===== config.mk =====
export PLATFORM = sky130hd
export DESIGN_NAME = mem_port_arbiter
export DESIGN_NICKNAME = d
export VERILOG_FILES = /design/src/rtl/mem_port_arbiter.sv
export SDC_FILE = /design/constraint.sdc
export NUM_CORES = 1
export LEC_CHECK = 0
export BUFFER_PORTS_ARGS = -buffer_cell sky130_fd_sc_hd__buf_2
export CAP_MARGIN = 0
export CORE_AREA = 2 2 130 94
export CTS_BUF_LIST = sky130_fd_sc_hd__clkbuf_4 sky130_fd_sc_hd__clkbuf_8
export DETAILED_ROUTE_END_ITERATION = 12
export DIE_AREA = 0 0 132 96
export GPL_TIMING_DRIVEN = 0
export PLACE_DENSITY = 0.66
export SLEW_MARGIN = 10
export SYNTH_ARGS = -nofsm -noshare
export SYNTH_HDL_FRONTEND = slang
export SYNTH_SLANG_ARGS = --single-unit

===== constraint.sdc =====
create_clock -name clock -period 3 [get_ports clock]
set_input_delay 0.3 -clock clock [delete_from_list [all_inputs] [get_ports clock]]
set_output_delay 0.3 -clock clock [all_outputs]
set_load 0.05 [all_outputs]

===== src/rtl/mem_port_arbiter.sv =====
// ---------------------------------------------------------------------------
// mem_port_arbiter
//   Shares one single-port memory between the instruction-fetch unit (IF) and
//   the load/store unit (D). Only one transaction is in flight at a time.
//   When both ports request together, the port that was not granted last
//   wins. Read data, or a write ack, returns to the owning port MEM_LATENCY
//   cycles after the grant.
//
// Parameters
//   ADDR_WIDTH   byte-address width
//   DATA_WIDTH   data width, multiple of 8
//   MEM_LATENCY  cycles from mem_en to valid mem_rdata, 1..15
//
// Ports
//   clock, reset                 single clock, synchronous active-high reset
//   if_req/if_addr               IF read request, held until if_gnt
//   if_gnt                       IF accepted this cycle (combinational)
//   if_rvalid/if_rdata           IF read data return (one-cycle pulse)
//   d_req/d_we/d_be/d_addr/
//   d_wdata                      D request, held until d_gnt
//   d_gnt                        D accepted this cycle (combinational)
//   d_rvalid/d_rdata             D read data or write ack (rdata 0 on ack)
//   mem_en/mem_we/mem_be/
//   mem_addr/mem_wdata           memory request, one-cycle strobe per access
//   mem_rdata                    memory read data, MEM_LATENCY after mem_en
// ---------------------------------------------------------------------------
module mem_port_arbiter #(
  parameter int ADDR_WIDTH  = 32,
  parameter int DATA_WIDTH  = 32,
  parameter int MEM_LATENCY = 1
) (
  input  logic                    clock,
  input  logic                    reset,

  input  logic                    if_req,
  input  logic [ADDR_WIDTH-1:0]   if_addr,
  output logic                    if_gnt,
  output logic                    if_rvalid,
  output logic [DATA_WIDTH-1:0]   if_rdata,

  input  logic                    d_req,
  input  logic                    d_we,
  input  logic [DATA_WIDTH/8-1:0] d_be,
  input  logic [ADDR_WIDTH-1:0]   d_addr,
  input  logic [DATA_WIDTH-1:0]   d_wdata,
  output logic                    d_gnt,
  output logic                    d_rvalid,
  output logic [DATA_WIDTH-1:0]   d_rdata,

  output logic                    mem_en,
  output logic                    mem_we,
  output logic [DATA_WIDTH/8-1:0] mem_be,
  output logic [ADDR_WIDTH-1:0]   mem_addr,
  output logic [DATA_WIDTH-1:0]   mem_wdata,
  input  logic [DATA_WIDTH-1:0]   mem_rdata
);

  localparam int         BE_W = DATA_WIDTH / 8;
  localparam logic [3:0] LAT  = 4'(MEM_LATENCY);

  typedef enum logic { S_IDLE, S_WAIT } state_t;
  typedef enum logic { OWN_IF, OWN_D }  owner_t;

  state_t     r_state, w_state_nxt;
  logic [3:0] r_cnt,   w_cnt_nxt;
  owner_t     r_last;   // port granted most recently (arbitration history)
  owner_t     r_owner;  // port that owns the in-flight transaction
  logic       r_we;     // in-flight transaction is a D write

  logic [DATA_WIDTH-1:0] r_if_rdata;
  logic [DATA_WIDTH-1:0] r_d_rdata;

  logic w_if_gnt;
  logic w_d_gnt;
  logic w_done;
  logic w_if_rvalid;
  logic w_d_rvalid;
  logic [DATA_WIDTH-1:0] w_d_ret;

  // -------------------------------------------------------------------------
  // Next state, grants and completion
  // -------------------------------------------------------------------------
  always_comb begin
    w_state_nxt = r_state;
    w_cnt_nxt   = r_cnt;
    w_if_gnt    = 1'b0;
    w_d_gnt     = 1'b0;
    w_done      = 1'b0;

    case (r_state)
      S_IDLE: begin
        // IF wins when alone, or on a conflict if D was served last.
        if (if_req && (!d_req || r_last == OWN_D))
          w_if_gnt = 1'b1;
        else if (d_req)
          w_d_gnt = 1'b1;

        if (w_if_gnt || w_d_gnt) begin
          w_state_nxt = S_WAIT;
          w_cnt_nxt   = 4'd1;
        end
      end

      S_WAIT: begin
        // Completion cycle: data returns, no grant, back to IDLE.
        if (r_cnt == LAT) begin
          w_done      = 1'b1;
          w_state_nxt = S_IDLE;
          w_cnt_nxt   = 4'd0;
        end else begin
          w_cnt_nxt = r_cnt + 4'd1;
        end
      end

      default: begin
        w_state_nxt = S_IDLE;
        w_cnt_nxt   = 4'd0;
      end
    endcase

    // Reset silences everything in the same cycle, including an in-flight
    // completion, so an abandoned transaction never returns.
    if (reset) begin
      w_if_gnt = 1'b0;
      w_d_gnt  = 1'b0;
      w_done   = 1'b0;
    end
  end

  // -------------------------------------------------------------------------
  // State registers
  // -------------------------------------------------------------------------
  always_ff @(posedge clock) begin
    if (reset) begin
      r_state    <= S_IDLE;
      r_cnt      <= 4'd0;
      r_last     <= OWN_D;
      r_owner    <= OWN_D;
      r_we       <= 1'b0;
      r_if_rdata <= '0;
      r_d_rdata  <= '0;
    end else begin
      r_state <= w_state_nxt;
      r_cnt   <= w_cnt_nxt;

      if (w_if_gnt) begin
        r_last  <= OWN_IF;
        r_owner <= OWN_IF;
        r_we    <= 1'b0;
      end else if (w_d_gnt) begin
        r_last  <= OWN_D;
        r_owner <= OWN_D;
        r_we    <= d_we;
      end

      // Hold the returned data until the next return to the same port.
      if (w_if_rvalid) r_if_rdata <= mem_rdata;
      if (w_d_rvalid)  r_d_rdata  <= w_d_ret;
    end
  end

  // -------------------------------------------------------------------------
  // Return path: routed to the registered owner, not to whoever requests now
  // -------------------------------------------------------------------------
  assign w_if_rvalid = w_done && (r_owner == OWN_IF);
  assign w_d_rvalid  = w_done && (r_owner == OWN_D);
  assign w_d_ret     = r_we ? '0 : mem_rdata;

  assign if_gnt    = w_if_gnt;
  assign d_gnt     = w_d_gnt;
  assign if_rvalid = w_if_rvalid;
  assign d_rvalid  = w_d_rvalid;

  // The completion cycle passes mem_rdata straight through; afterwards the
  // held copy is shown.
  assign if_rdata = reset       ? '0        :
                    w_if_rvalid ? mem_rdata : r_if_rdata;
  assign d_rdata  = reset       ? '0        :
                    w_d_rvalid  ? w_d_ret   : r_d_rdata;

  // -------------------------------------------------------------------------
  // Memory request mux; buses are don't-care while mem_en is low
  // -------------------------------------------------------------------------
  assign mem_en    = w_if_gnt || w_d_gnt;
  assign mem_we    = w_d_gnt && d_we;
  assign mem_be    = w_d_gnt ? d_be   : {BE_W{1'b1}};
  assign mem_addr  = w_d_gnt ? d_addr : if_addr;
  assign mem_wdata = d_wdata;

endmodule


# ---- Word level (Yosys, flattened, before mapping)
# Cells that the tools add are included.
dict set report totals {
  reg_bits 71
  inputBits 137
  out_inout_bits 138
  word_cells 48
}
dict set report op_classes {
  add_sub_neg 1
  n_eq_ne 2
  mux 27
  bitwise 2
  n_reduce_logical 10
}
# op n
set op_table {}
lappend op_table {{32-bit 2-to-1 mux} 6}
lappend op_table {{1-bit 2-to-1 mux} 16}
lappend op_table {{4-bit 2-to-1 mux} 3}
lappend op_table {{4-bit case mux with 2 select lines} 1}
lappend op_table {{4-bit by 1-bit adder with 4-bit output, second input constant} 1}
lappend op_table {{4-bit by 1-bit == test with 1-bit output, second input constant} 1}
lappend op_table {{1-bit logical AND} 4}
lappend op_table {{1-bit logical OR} 3}
lappend op_table {{2-bit != test, second input constant} 1}
lappend op_table {{1-bit NOT} 2}
lappend op_table {{1-bit case mux with 2 select lines} 1}
lappend op_table {{2-bit nonzero test} 1}
lappend op_table {{2-bit OR reduction} 1}
lappend op_table {{1-bit zero test} 1}

# ---- Depth between registers and ports, before layout
dict set report depth {
  word_depth 9
  ltp_mapped 7
  mapped_depth_nobuf 5
}

# ---- Least setup slack after synthesis
# OpenSTA, ideal clock, no wires.
dict set report synth_timing {
  kind {reg-to-output}
  startpoint {register r_cnt[1]}
  endpoint {output d_rdata[22]}
  arrival_time_ps 2348
  t_required_ps 2700
  path_slack_ps 352
  stages_incl_launch_ff 8
  path_buffers 2
  cell_sequence {dfxtp_1 > inv_1 > ha_1 > and4bb_1 > and2_1 > buf_6 > buf_6 > o21ai_0}
}
dict set report synth_between {
  elab_chain_cells 7
}
# element line
set synth_rtl {}
lappend synth_rtl {{start, declared} 65} ;# logic [3:0] r_cnt, w_cnt_nxt;
lappend synth_rtl {{start signal, assigned} 144} ;# r_cnt <= w_cnt_nxt;
lappend synth_rtl {{4-bit by 1-bit == test with 1-bit output} 106} ;# if (r_cnt == LAT) begin
lappend synth_rtl {{1-bit 2-to-1 mux} 106}
lappend synth_rtl {{1-bit 2-to-1 mux} 90} ;# case (r_state)
lappend synth_rtl {{1-bit 2-to-1 mux} 123} ;# if (reset) begin
lappend synth_rtl {{1-bit logical AND} 166} ;# assign w_d_rvalid = w_done && (r_owner == OWN_D);
lappend synth_rtl {{via d_rvalid} 47} ;# output logic d_rvalid,
lappend synth_rtl {{32-bit 2-to-1 mux (2 in series)} -}
lappend synth_rtl {{end, declared} 48} ;# output logic [DATA_WIDTH-1:0] d_rdata,
# The timed path passes the listed nets, and every way through them passes these cells.

# ---- Final worst setup path
dict set report layout_timing {
  startpoint {register r_cnt[1]}
  endpoint {output if_rdata[10]}
}
dict set report layout_between {
  elab_chain_cells 7
}
# element line
set layout_rtl {}
lappend layout_rtl {{4-bit by 1-bit == test with 1-bit output} 106}
lappend layout_rtl {{1-bit 2-to-1 mux} 106}
lappend layout_rtl {{1-bit 2-to-1 mux} 90}
lappend layout_rtl {{1-bit 2-to-1 mux} 123}
lappend layout_rtl {{1-bit logical AND} 165} ;# assign w_if_rvalid = w_done && (r_owner == OWN_IF);
lappend layout_rtl {{32-bit 2-to-1 mux (2 in series)} -}
lappend layout_rtl {{end, declared} 39} ;# output logic [DATA_WIDTH-1:0] if_rdata,
# No other way between the ends.

==> metrics <==
hold path endpoint=r_owner$_SDFFE_PP1P_; Tot GR Track Use=about a fifth; PostCTS Resize Cnt=0; worst-path maximum fanout=10; Setup Viol. Count Final=0; initial antenna violation count=0; Commonest cells post-synth=71 x dfxtp_1, 61 x o21ai_0, 35 x a21oi_1, 35 x buf_4; Worst Hold Launch=d_req; Port Buf Inserts=around 240; Initial Utilization=31.5%; GR Overflow Total=0; Post-synth EDFFs=0; Synth Warn #=0; RR Endpoint=r_if_rdata[10]$_DFF_P_; Critical Path End Type=primary output; first-pass GRT wire length=19.2 mm; vias in the first global route=roughly 3.6k; Worst R2R Start=r_cnt[1]$_SDFFE_PP0P_; 1st-pass router iterations=4; met3 Usage GRT=between 5 and 6%; die area=12700 sq um; CTS Hold Bufs=0; Layout area overhead=44.1%; CP required=2.70 ns; Die H=96 um; cell count of the worst hold path=2; ANT cells=0; Nets=808; Clock transition at path regs=0.07 ns; TritonCTS clock tree=built; synthesized net count=555; Final period util=88.4%; Slew Viols, Final=0; row cnt=33; Clk Latency, worst-skew pair=0.35 ns; clk sinks=71; number of cells on the worst reg-to-reg path=6; RSZ-0062 raised after global routing=false; Residual DRC=0; count leader, synth=dfxtp_1; WL per Instance=16.0 um; Final ANT Viol Nets=0; total power=~0.0024 W; root buffer cell=clkbuf_8; status=complete, no violations; Synth area leaders=dfxtp_1 39%, mux2_2 9.4%, o21ai_0 8.5%; asr flop ratio synth=0%; Layout Cells excl Fill=830; GP Congestion=0.790; CTS buffer count=9; Post-Synthesis Cell Area=roughly 3600 sq um; met2 Use GR=29.0%; Core ar.=11400 sq um; Hold Fails Final Rpt=0; Detailed Place HPWL=10.5 mm; Avg Inst Size Synth=8.67 sq um; R2R setup slack=1.22 ns; drt total wl=13.3 mm; sequential share of the synthesized area=39.4%; placed cell area=5010 sq um; H-tree levels=3; placed insts=815; Fin Hold WS=between 0.2 and 0.25 ns; Worst Skew=0.00953 ns; largest net degree at the start of global routing=12; Startpoint Class=register; largest area contributor in the netlist=dfxtp_1; register bit total from synthesis=71; setup TNS=0 ns; P_leak=2.44 nW; worst hold path class=input pin to register; fill count=1177; Netlist cell types=34; Peak VDD IR=207 uV; Via Count=around 4k; postcts setup bufs=0; Worst Max-Slew Pin Slew=0.527 ns; Iter 0 DRT Violations=206; post-synth top area share=39.4%; PwrDens=456 nW/um^2; final instance area=5200 sq um; Top Usage Layer GRT=met2; max-cap violations=0; Crit Path Class=register to primary output; layout cells sized above 1=between 50% and 60%; f_max=between 300 and 400 MHz; Clock Path Buffers=2; crit path DAT=~2.4 ns; relative slew slack=64.6%; GR Util met1=27.0%; Synth Flop Type=dfxtp_1; vias per cell=4.81; post-synthesis cell count=416; IO Pins=275; die width=132 um; post-route minimum period=between 2 and 3 ns
-- layout by cell type, fill, tap and decap left out, types with 2 or more instances in the layout --
cell type  instances
buf_4             35
nand3_1           33
o21ai_0           61
o21ai_1            5
clkbuf_1          22
nor3_1             4
mux2_4             2
nand4_1           32
nand2b_1          33
mux2_2            30
nor2_1             8
buf_2            249
a211oi_1           2
buf_6              7
nor2b_1            2
clkinv_2           2
clkbuf_8          12
and3_1             2
inv_1              6
or2_2              4
dfxtp_1           71
ha_1               2
a21oi_1           35
-- how the worst max path moves through the flow --
| stage | cells after the start | endpoint | start | slack, ns |
|---|---|---|---|---|
| after floorplan | 7 | d_rdata[22] | r_cnt[1]$_SDFFE_PP0P_ | 0.35 |
| after global placement | 7 | d_rdata[21] | reset | 0.61 |
| after global routing | 7 | if_rdata[13] | r_cnt[1]$_SDFFE_PP0P_ | 0.13 |
| after detailed placement | 7 | d_rdata[1] | reset | 0.62 |
| final | 7 | if_rdata[10] | r_cnt[1]$_SDFFE_PP0P_ | 0.35 |
| after CTS | 7 | if_rdata[10] | r_cnt[1]$_SDFFE_PP0P_ | 0.34 |
-- critical path, stage by stage (launching register included) --
cell	delay [ns]
dfxtp_1	0.39
inv_1	0.06
ha_1	0.21
nand4bb_1	0.27
clkbuf_1	0.38
o21ai_0	0.15
a21oi_1	0.24
buf_2	0.30
-- layout make-up --
class	instances	area (sq um)	area share [%]
buffer	71	459	8.83
clock buffer	12	165	3.18
clock inverter	3	17.5	0.337
inverter	6	22.5	0.433
multi-input combinational	268	1700	32.8
sequential	71	1420	27.3
tap	157	196	3.78
timing repair buffer	242	1210	23.3
-- power breakdown --
group / switching (W) / internal, W
logic: 0.000472 / 0.000206
registers: 0.0000111 / 0.000962
clock network: 0.000356 / 0.000360
total: 0.000840 / 0.00153
-- logic make-up (layout without fill, tap and decap cells) --
group	after synthesis	in the layout	synth area share (%)
AOI/OAI and AO/OA	107	107	15.5
adders and majority gates	2	2	0.694
buffers and inverters	77	334	13.4
DFF	71	71	39.4
muxes	32	32	10.2
and+or+nand+nor	127	127	20.8
-- metal layers --
| metal | wire length [um] | vias to the layer above | share of wire [%] |
|---|---|---|---|
| met5 | 0 | - | 0 |
| met4 | 102 | 0 | 0.77 |
| met3 | 887 | 10 | 6.7 |
| met2 | 6040 | 143 | 46 |
| met1 | 6230 | 1894 | 47 |
| li1 | - | 1947 | - |
-- through the flow --
stage	util (%)	setup slack, ns
5_1_grt	45.4	0.131
4_1_cts	45.4	0.336
3_3_place_gp	43.8	0.608
3_5_place_dp	43.8	0.622
6_report	45.4	0.349
2_1_floorplan	-	0.352
-- state kept, by name (all words and copies together), names as in the netlist --
signal      count
r_d_rdata      32
r_cnt           4
r_state         1
r_if_rdata     32
r_we            1
r_owner         1
No activity file was read; power rests on OpenSTA's default activity.
